$ cat config.mk
export PLATFORM = sky130hd
export DESIGN_NAME = qtable_update_param
export DESIGN_NICKNAME = d
export VERILOG_FILES = /design/src/rtl/qtable_pkg.sv /design/src/rtl/qtable_reg_bank.sv /design/src/rtl/qtable_update_param.sv
export SDC_FILE = /design/constraint.sdc
export NUM_CORES = 2
export LEC_CHECK = 0
export ABC_AREA = 1
export CELL_PAD_IN_SITES_DETAIL_PLACEMENT = 2
export CELL_PAD_IN_SITES_GLOBAL_PLACEMENT = 2
export CORE_MARGIN = 10
export CORE_UTILIZATION = 34
export CTS_CLUSTER_SIZE = 14
export DETAILED_ROUTE_END_ITERATION = 12
export GPL_TIMING_DRIVEN = 1
export PLACE_DENSITY = 0.77
export SLEW_MARGIN = 40
export SYNTH_ARGS = -nofsm -noshare
export SYNTH_HDL_FRONTEND = slang
export SYNTH_SLANG_ARGS = --single-unit
$ cat constraint.sdc
create_clock -name clk -period 3.1 [get_ports clk]
set_input_delay 0.465 -clock clk [delete_from_list [all_inputs] [get_ports clk]]
set_output_delay 0.465 -clock clk [all_outputs]
set_load 0.01 [all_outputs]
$ cat src/rtl/qtable_pkg.sv
// qtable_pkg: shared packet-type codes, status codes and FSM states for the Q-table update engine.
package qtable_pkg;
  localparam logic [2:0] PKT_HB   = 3'd1;
  localparam logic [2:0] PKT_CHE  = 3'd2;
  localparam logic [2:0] PKT_CHT  = 3'd3;
  localparam logic [2:0] PKT_DATA = 3'd5;
  localparam int         NULL_ID  = 0;
  typedef enum logic [1:0] {
    ST_UPDATED  = 2'b00,
    ST_INSERTED = 2'b01,
    ST_FULL     = 2'b10,
    ST_IGNORED  = 2'b11
  } status_t;
  typedef enum logic [2:0] {
    IDLE, NB_SCAN, NB_WR, CH_SCAN, CH_WR, BEST, DONE
  } state_t;
endpackage

$ cat src/rtl/qtable_reg_bank.sv
// qtable_reg_bank: register array with one synchronous write port; the whole array is exposed for async reads.
module qtable_reg_bank #(
  parameter int WIDTH = 16,
  parameter int DEPTH = 16,
  parameter int AW    = DEPTH > 1 ? $clog2(DEPTH) : 1
) (
  input  logic                        clk,
  input  logic                        nrst,
  input  logic                        we,
  input  logic [AW-1:0]               waddr,
  input  logic [WIDTH-1:0]            wdata,
  output logic [DEPTH-1:0][WIDTH-1:0] mem
);
  logic [DEPTH-1:0][WIDTH-1:0] mem_q, mem_d;
  always_comb begin
    mem_d = mem_q;
    if (we) mem_d[waddr] = wdata;
  end
  always_ff @(posedge clk or negedge nrst)
    if (!nrst) mem_q <= '0;
    else       mem_q <= mem_d;
  assign mem = mem_q;
endmodule

$ cat src/rtl/qtable_update_param.sv
// qtable_update_param: per-packet neighbour-table / known-CH update with a max-Q next-hop rescan.
module qtable_update_param
  import qtable_pkg::*;
#(
  parameter int         WORD_WIDTH  = 16,
  parameter int         NB_DEPTH    = 16,
  parameter int         CH_DEPTH    = 8,
  parameter logic [7:0] UPDATE_MASK = 8'b0010_1110
) (
  input  logic                            clk,
  input  logic                            nrst,
  input  logic                            en,
  input  logic                            clr,
  input  logic [WORD_WIDTH-1:0]           f_source_id,
  input  logic [WORD_WIDTH-1:0]           f_source_hops,
  input  logic [WORD_WIDTH-1:0]           f_cluster_id,
  input  logic [WORD_WIDTH-1:0]           f_energy_left,
  input  logic [WORD_WIDTH-1:0]           f_q_value,
  input  logic [WORD_WIDTH-1:0]           f_known_ch,
  input  logic [2:0]                      f_packet_type,
  input  logic [$clog2(NB_DEPTH)-1:0]     rd_idx,
  output logic [WORD_WIDTH-1:0]           rd_id,
  output logic [WORD_WIDTH-1:0]           rd_hops,
  output logic [WORD_WIDTH-1:0]           rd_cluster,
  output logic [WORD_WIDTH-1:0]           rd_energy,
  output logic [WORD_WIDTH-1:0]           rd_q,
  output logic [$clog2(NB_DEPTH+1)-1:0]   neighbor_count,
  output logic [$clog2(CH_DEPTH+1)-1:0]   known_ch_count,
  output logic                            best_valid,
  output logic [WORD_WIDTH-1:0]           best_id,
  output logic [WORD_WIDTH-1:0]           best_q,
  output logic [1:0]                      status,
  output logic                            busy,
  output logic                            done
);
  localparam int W   = WORD_WIDTH;
  localparam int EW  = 5 * W;
  localparam int IW  = $clog2(NB_DEPTH);
  localparam int NCW = $clog2(NB_DEPTH + 1);
  localparam int CIW = CH_DEPTH > 1 ? $clog2(CH_DEPTH) : 1;
  localparam int CCW = $clog2(CH_DEPTH + 1);
  logic [NB_DEPTH-1:0][EW-1:0] nb_mem;
  logic [CH_DEPTH-1:0][W-1:0]  ch_mem;
  state_t              state_q, state_d;
  status_t             status_q, status_d;
  logic [EW-1:0]       pkt_q, pkt_d;
  logic [W-1:0]        kch_q, kch_d;
  logic [NCW-1:0]      nb_i_q, nb_i_d, nb_cnt_q, nb_cnt_d;
  logic [CCW-1:0]      ch_i_q, ch_i_d, ch_cnt_q, ch_cnt_d;
  logic                ins_q, ins_d, ch_new_q, ch_new_d;
  logic [W-1:0]        cid_q, cid_d, cq_q, cq_d;
  logic                best_valid_q, best_valid_d, busy_q, busy_d, done_q, done_d;
  logic [W-1:0]        best_id_q, best_id_d, best_q_q, best_q_d;
  logic                nb_we, ch_we, nb_full, take;
  logic [IW-1:0]       nb_sel;
  logic [CIW-1:0]      ch_sel;
  logic [W-1:0]        nb_id, nb_qv, ch_ent;
  logic [EW-1:0]       nb_rd;
  // Packed entry layout: {id, hops, cluster, energy, q}; the latched packet uses the same layout.
  qtable_reg_bank #(.WIDTH(EW), .DEPTH(NB_DEPTH)) u_nb (
    .clk(clk), .nrst(nrst), .we(nb_we), .waddr(nb_sel), .wdata(pkt_q), .mem(nb_mem)
  );
  qtable_reg_bank #(.WIDTH(W), .DEPTH(CH_DEPTH)) u_ch (
    .clk(clk), .nrst(nrst), .we(ch_we), .waddr(ch_sel), .wdata(kch_q), .mem(ch_mem)
  );
  assign nb_sel  = nb_i_q[IW-1:0];
  assign ch_sel  = ch_we ? ch_cnt_q[CIW-1:0] : ch_i_q[CIW-1:0];
  assign nb_id   = nb_mem[nb_sel][EW-1 -: W];
  assign nb_qv   = nb_mem[nb_sel][W-1:0];
  assign ch_ent  = ch_mem[ch_i_q[CIW-1:0]];
  assign nb_full = nb_cnt_q == NCW'(NB_DEPTH);
  assign take    = nb_i_q == '0 || nb_qv > cq_q;
  assign nb_rd   = {1'b0, rd_idx} < (IW + 1)'(NB_DEPTH) ? nb_mem[rd_idx] : '0;
  assign {rd_id, rd_hops, rd_cluster, rd_energy, rd_q} = nb_rd;
  always_comb begin
    state_d      = state_q;
    status_d     = status_q;
    pkt_d        = pkt_q;
    kch_d        = kch_q;
    nb_i_d       = nb_i_q;
    nb_cnt_d     = nb_cnt_q;
    ch_i_d       = ch_i_q;
    ch_cnt_d     = ch_cnt_q;
    ins_d        = ins_q;
    ch_new_d     = ch_new_q;
    cid_d        = cid_q;
    cq_d         = cq_q;
    best_valid_d = best_valid_q;
    best_id_d    = best_id_q;
    best_q_d     = best_q_q;
    nb_we        = 1'b0;
    ch_we        = 1'b0;
    case (state_q)
      IDLE:
        if (en) begin
          pkt_d = {f_source_id, f_source_hops, f_cluster_id, f_energy_left, f_q_value};
          kch_d = f_known_ch;
          if (!UPDATE_MASK[f_packet_type] || f_source_id == W'(NULL_ID)) begin
            state_d  = DONE;
            status_d = ST_IGNORED;
          end else begin
            state_d = NB_SCAN;
            nb_i_d  = '0;
          end
        end else if (clr) begin
          nb_cnt_d     = '0;
          ch_cnt_d     = '0;
          best_valid_d = 1'b0;
          best_id_d    = '0;
          best_q_d     = '0;
        end
      NB_SCAN:
        if (nb_i_q == nb_cnt_q) begin
          ins_d   = 1'b1;
          state_d = NB_WR;
        end else if (nb_id == pkt_q[EW-1 -: W]) begin
          ins_d   = 1'b0;
          state_d = NB_WR;
        end else nb_i_d = nb_i_q + 1'b1;
      NB_WR: begin
        nb_we    = !ins_q || !nb_full;
        nb_cnt_d = ins_q && !nb_full ? nb_cnt_q + 1'b1 : nb_cnt_q;
        status_d = !ins_q ? ST_UPDATED : nb_full ? ST_FULL : ST_INSERTED;
        ch_i_d   = '0;
        state_d  = CH_SCAN;
      end
      CH_SCAN:
        if (ch_i_q == ch_cnt_q) begin
          ch_new_d = 1'b1;
          state_d  = CH_WR;
        end else if (ch_ent == kch_q) begin
          ch_new_d = 1'b0;
          state_d  = CH_WR;
        end else ch_i_d = ch_i_q + 1'b1;
      CH_WR: begin
        ch_we    = ch_new_q && kch_q != W'(NULL_ID) && ch_cnt_q != CCW'(CH_DEPTH);
        ch_cnt_d = ch_we ? ch_cnt_q + 1'b1 : ch_cnt_q;
        nb_i_d   = '0;
        state_d  = BEST;
      end
      BEST: begin
        // Strict '>' keeps the earliest entry on equal Q.
        cid_d = take ? nb_id : cid_q;
        cq_d  = take ? nb_qv : cq_q;
        if (nb_i_q + 1'b1 >= nb_cnt_q) begin
          best_valid_d = nb_cnt_q != '0;
          best_id_d    = nb_cnt_q != '0 ? cid_d : '0;
          best_q_d     = nb_cnt_q != '0 ? cq_d : '0;
          state_d      = DONE;
        end else nb_i_d = nb_i_q + 1'b1;
      end
      DONE:    state_d = IDLE;
      default: state_d = IDLE;
    endcase
    busy_d = state_d != IDLE;
    done_d = state_d == DONE;
  end
  always_ff @(posedge clk or negedge nrst)
    if (!nrst) begin
      state_q      <= IDLE;
      status_q     <= ST_UPDATED;
      pkt_q        <= '0;
      kch_q        <= '0;
      nb_i_q       <= '0;
      nb_cnt_q     <= '0;
      ch_i_q       <= '0;
      ch_cnt_q     <= '0;
      ins_q        <= 1'b0;
      ch_new_q     <= 1'b0;
      cid_q        <= '0;
      cq_q         <= '0;
      best_valid_q <= 1'b0;
      best_id_q    <= '0;
      best_q_q     <= '0;
      busy_q       <= 1'b0;
      done_q       <= 1'b0;
    end else begin
      state_q      <= state_d;
      status_q     <= status_d;
      pkt_q        <= pkt_d;
      kch_q        <= kch_d;
      nb_i_q       <= nb_i_d;
      nb_cnt_q     <= nb_cnt_d;
      ch_i_q       <= ch_i_d;
      ch_cnt_q     <= ch_cnt_d;
      ins_q        <= ins_d;
      ch_new_q     <= ch_new_d;
      cid_q        <= cid_d;
      cq_q         <= cq_d;
      best_valid_q <= best_valid_d;
      best_id_q    <= best_id_d;
      best_q_q     <= best_q_d;
      busy_q       <= busy_d;
      done_q       <= done_d;
    end
  assign neighbor_count = nb_cnt_q;
  assign known_ch_count = ch_cnt_q;
  assign best_valid     = best_valid_q;
  assign best_id        = best_id_q;
  assign best_q         = best_q_q;
  assign status         = status_q;
  assign busy           = busy_q;
  assign done           = done_q;
endmodule

==> key figures <==
Status
  – Status: finished, violations left
  – Violated checks: setup timing

Timing
  – Highest achievable clock rate: 277 MHz
  – Largest clock skew in the final design: 31.6 ps
  – Period utilization: 1.17
  – Unrepaired setup endpoints after global routing: true
  – Final min period: 3610 ps
  – Number of pins exceeding their max-slew limit in the final report: 0
  – Worst Max-Slew Pin Slew: 891 ps
  – Worst path setup slack after routing: -514 ps
  – Max-slew headroom at the worst pin: 0.406
  – Hold Fails Final Rpt: 0
  – Worst hold slack across all endpoints: 185 ps
  – Setup violations, final: 74

Layout
  – Fill cell count: 24.5k
  – Commonest cells after routing, fill and taps aside: nand2_1 (2300), o21ai_0 (1904), dfrtp_1 (1593)
  – Most common cell after layout, fill and taps aside: nand2_1
  – Share of final-layout standard cells stronger than drive strength 1: 0.105
  – Final-stage net count: 9651
  – Finished Cell Area: 0.0933 mm²
  – Non-Filler Instances: 12.7k
  – Post-synthesis to final-layout area growth: 21.3%

Drt
  – Total number of vias: 70.7k
  – # DRC: 0
  – Mean routed wirelength per cell: 25.4 µm
  – Number of detailed-route iterations in the first pass: 7
  – DRT Wirelength: 322000 µm
  – Count of nets left with antenna violations after detail routing: 0
  – Violation count after the first detailed-routing iteration: 4553
  – Vias per std cell: 5.59

Worst setup path
  – Data arrival time at the worst-slack endpoint: 4290 ps
  – Crit Path Class: flop to flop
  – Flop-to-flop setup slack: -510 ps
  – Startpoint kind of the worst setup timing path: flop
  – Crit path max fanout: 15
  – Kind of capture point of the worst setup path: flop
  – Worst endpoint required time: 3780 ps

Power and ir drop
  – Standby leakage power: 42.1 nW
  – IR Drop Worst-Case VDD: 0.458 mV
  – Power density relative to cell area: 874 mW/mm²

Place
  – Placed instance area: 0.0849 mm²
  – Post-DP HPWL: 194000 µm
  – Instance count after placement with tap cells included: 12.3k
  – Post-placement worst setup slack: -366 ps
  – Routability Congestion: 0.821
  – Buffers added on ports: 232

Yosys
  – Unique masters post-synth: 41
  – Number of enable-type register cells in the synthesized netlist: 0
  – Fraction of the yosys area taken by sequential cells: 0.519
  – Share of flip-flops with an asynchronous set or reset after synthesis: 1.00
  – Area fraction of the dominant cell type after synthesis: 0.519
  – Total of flip-flops plus latches after synthesis: 1596
  – Average cell area after synthesis: 8.17 µm²
  – Commonest register cell after synthesis: dfrtp_1
  – Post-synthesis cell count: 9410
  – Syn nets: 9547
  – Cell taking the most area after synthesis: dfrtp_1
  – Top cells by area in the synthesized netlist: dfrtp_1 (52%), o21ai_0 (13%), nand2_1 (12%), a21oi_1 (3.5%), mux2i_1 (3.4%)
  – Post-synthesis cell area: 0.0769 mm²
  – Number of warnings issued by yosys: 0

Clock tree
  – Clock sink count: 1596
  – Cts bufs inserted: 188
  – TritonCTS clock tree: done
  – Clock latency on the worst-skew pair: 860 ps
  – Number of buffers between clock root and the deepest sink: 3
  – Library cell used as clock root buffer: clkbuf_16
  – Depth of the CTS H-tree: 4
  – Clock-pin slew on the worst setup and hold paths: 70 ps

Global route
  – Global routing usage summed across all routing layers: 0.253
  – Number of global-route vias before repair: 78.6k
  – Remaining global-route overflow: 0
  – Global-route wire length before repair: 490000 µm
  – Largest net degree at the start of global routing: 131
  – Number of antenna violations at the first check in global routing: 6

Floorplan
  – CORE AREA: 0.225 mm²
  – Top Ports: 233
  – Die Height: 496 µm
  – Floorplan row count: 174
  – Die X-Extent: 496 µm
  – Die Area: 0.246 mm²
  – Initial Util: 0.342

Worst hold path
  – Worst Hold Class: input pin to flop

Run
  – Max-cap violation count: 0
## path summary, 6_finish.rpt
path                                   from            end  cells past startpoint
hold reg to reg                  best_valid     best_valid                      2
min in group asynchronous              nrst    u_nb.mem[3]                      2
setup reg to reg                  nb_i_q[0]        cq_q[1]                     19
max in group asynchronous              nrst  u_nb.mem[695]                      4
hold / removal             f_cluster_id[15]      pkt_q[47]                      3
setup / recovery                  nb_i_q[0]        cq_q[1]                     19
## power breakdown
| group | internal [mW] | switching (mW) |
|---|---|---|
| Sequential | 25.4 | 3.14 |
| Combinational | 10.5 | 19.4 |
| Clock | 13.4 | 9.58 |
## layout make-up
cell class / instances / area, µm² / area share
clock inverters: 54 / 619 / 0.00664
clock buffers: 287 / 5740 / 0.0615
multi-input cells: 6383 / 32500 / 0.348
repair buffers: 687 / 8240 / 0.0884
diodes: 5 / 12.5 / 0.000134
inverters: 658 / 2500 / 0.0268
flip-flops and latches: 1596 / 39900 / 0.428
well taps: 2992 / 3740 / 0.0401
## synthesized netlist by cell type, types with 30 or more instances
library cell,instances
a21oi_1,541
o21ai_0,2064
o21ai_1,129
mux2i_1,264
o211ai_1,300
nand2_1,2358
nand3_1,231
buf_1,36
ha_1,30
dfrtp_1,1596
inv_1,645
buf_2,206
clkbuf_1,502
nor2_1,352
## critical path, cell delays in order, from the launching register on
cell and delay [ps]:
dfrtp_4 550, buf_8 170, buf_12 150, clkbuf_16 180, o21ai_0 230, o21ai_0 160, nand2_1 90, nand4_1 190
ha_4 330, nand2_1 110, o21a_1 240, o221ai_2 180, nand2_2 80, nand2_2 90, nand2_4 110, nand2_8 160
buf_12 160, nand2_2 70, o21ai_4 70, o21ai_1 100
## routing by layer
metal,vias up,track usage,routed length [µm]
li1,31500,-,-
met1,37300,0.329,141000
met2,1417,0.438,159000
met3,506,0.0302,12100
met4,2,0.0804,10100
met5,-,0,13
## registers in the layout, indices dropped and copies added, names as in the netlist
signal	cells
kch_q	16
busy	1
best_valid	1
best_q	16
nb_i_q	5
ins_q	1
u_ch.mem	128
known_ch_count	4
done	1
best_id	16
ch_i_q	4
cq_q	16
cid_q	16
status	2
ch_new_q	1
u_nb.mem	1280
state_q	3
pkt_q	80
neighbor_count	5
## through the flow
step | total power [mW] | TNS [ps] | utilization
after detailed placement | 53.6 | -19420 | 0.377
after CTS | 79.2 | -14730 | 0.410
after global routing | 86.4 | -38480 | 0.415
final | 81.5 | -28920 | 0.415
after floorplan | 42.2 | -18.0 | -
after global placement | 51.7 | -9770 | 0.377
## cells by family after synthesis
kind of cell               count (synthesis)  share of synthesized area
AOI/OAI and AO/OA                       3073                      0.212
and+or+nand+nor                         3005                      0.153
DFF                                     1596                      0.519
buffers and inverters                   1432                     0.0752
muxes                                    264                     0.0344
adders and majority gates                 30                    0.00488
xor gates and xnor gates                  10                    0.00114
## timing repair
action | in CTS | in global routing
setup buffers | 25 | 12
gates cloned | 10 | 8
hold buffers | 1 | 0
endpoints found under the hold margin | 636 | 0
setup endpoints to repair | 94 | 114
resized for setup | 215 | 291
pin swaps | 27 | 61
(Power assumes the default switching activity.)
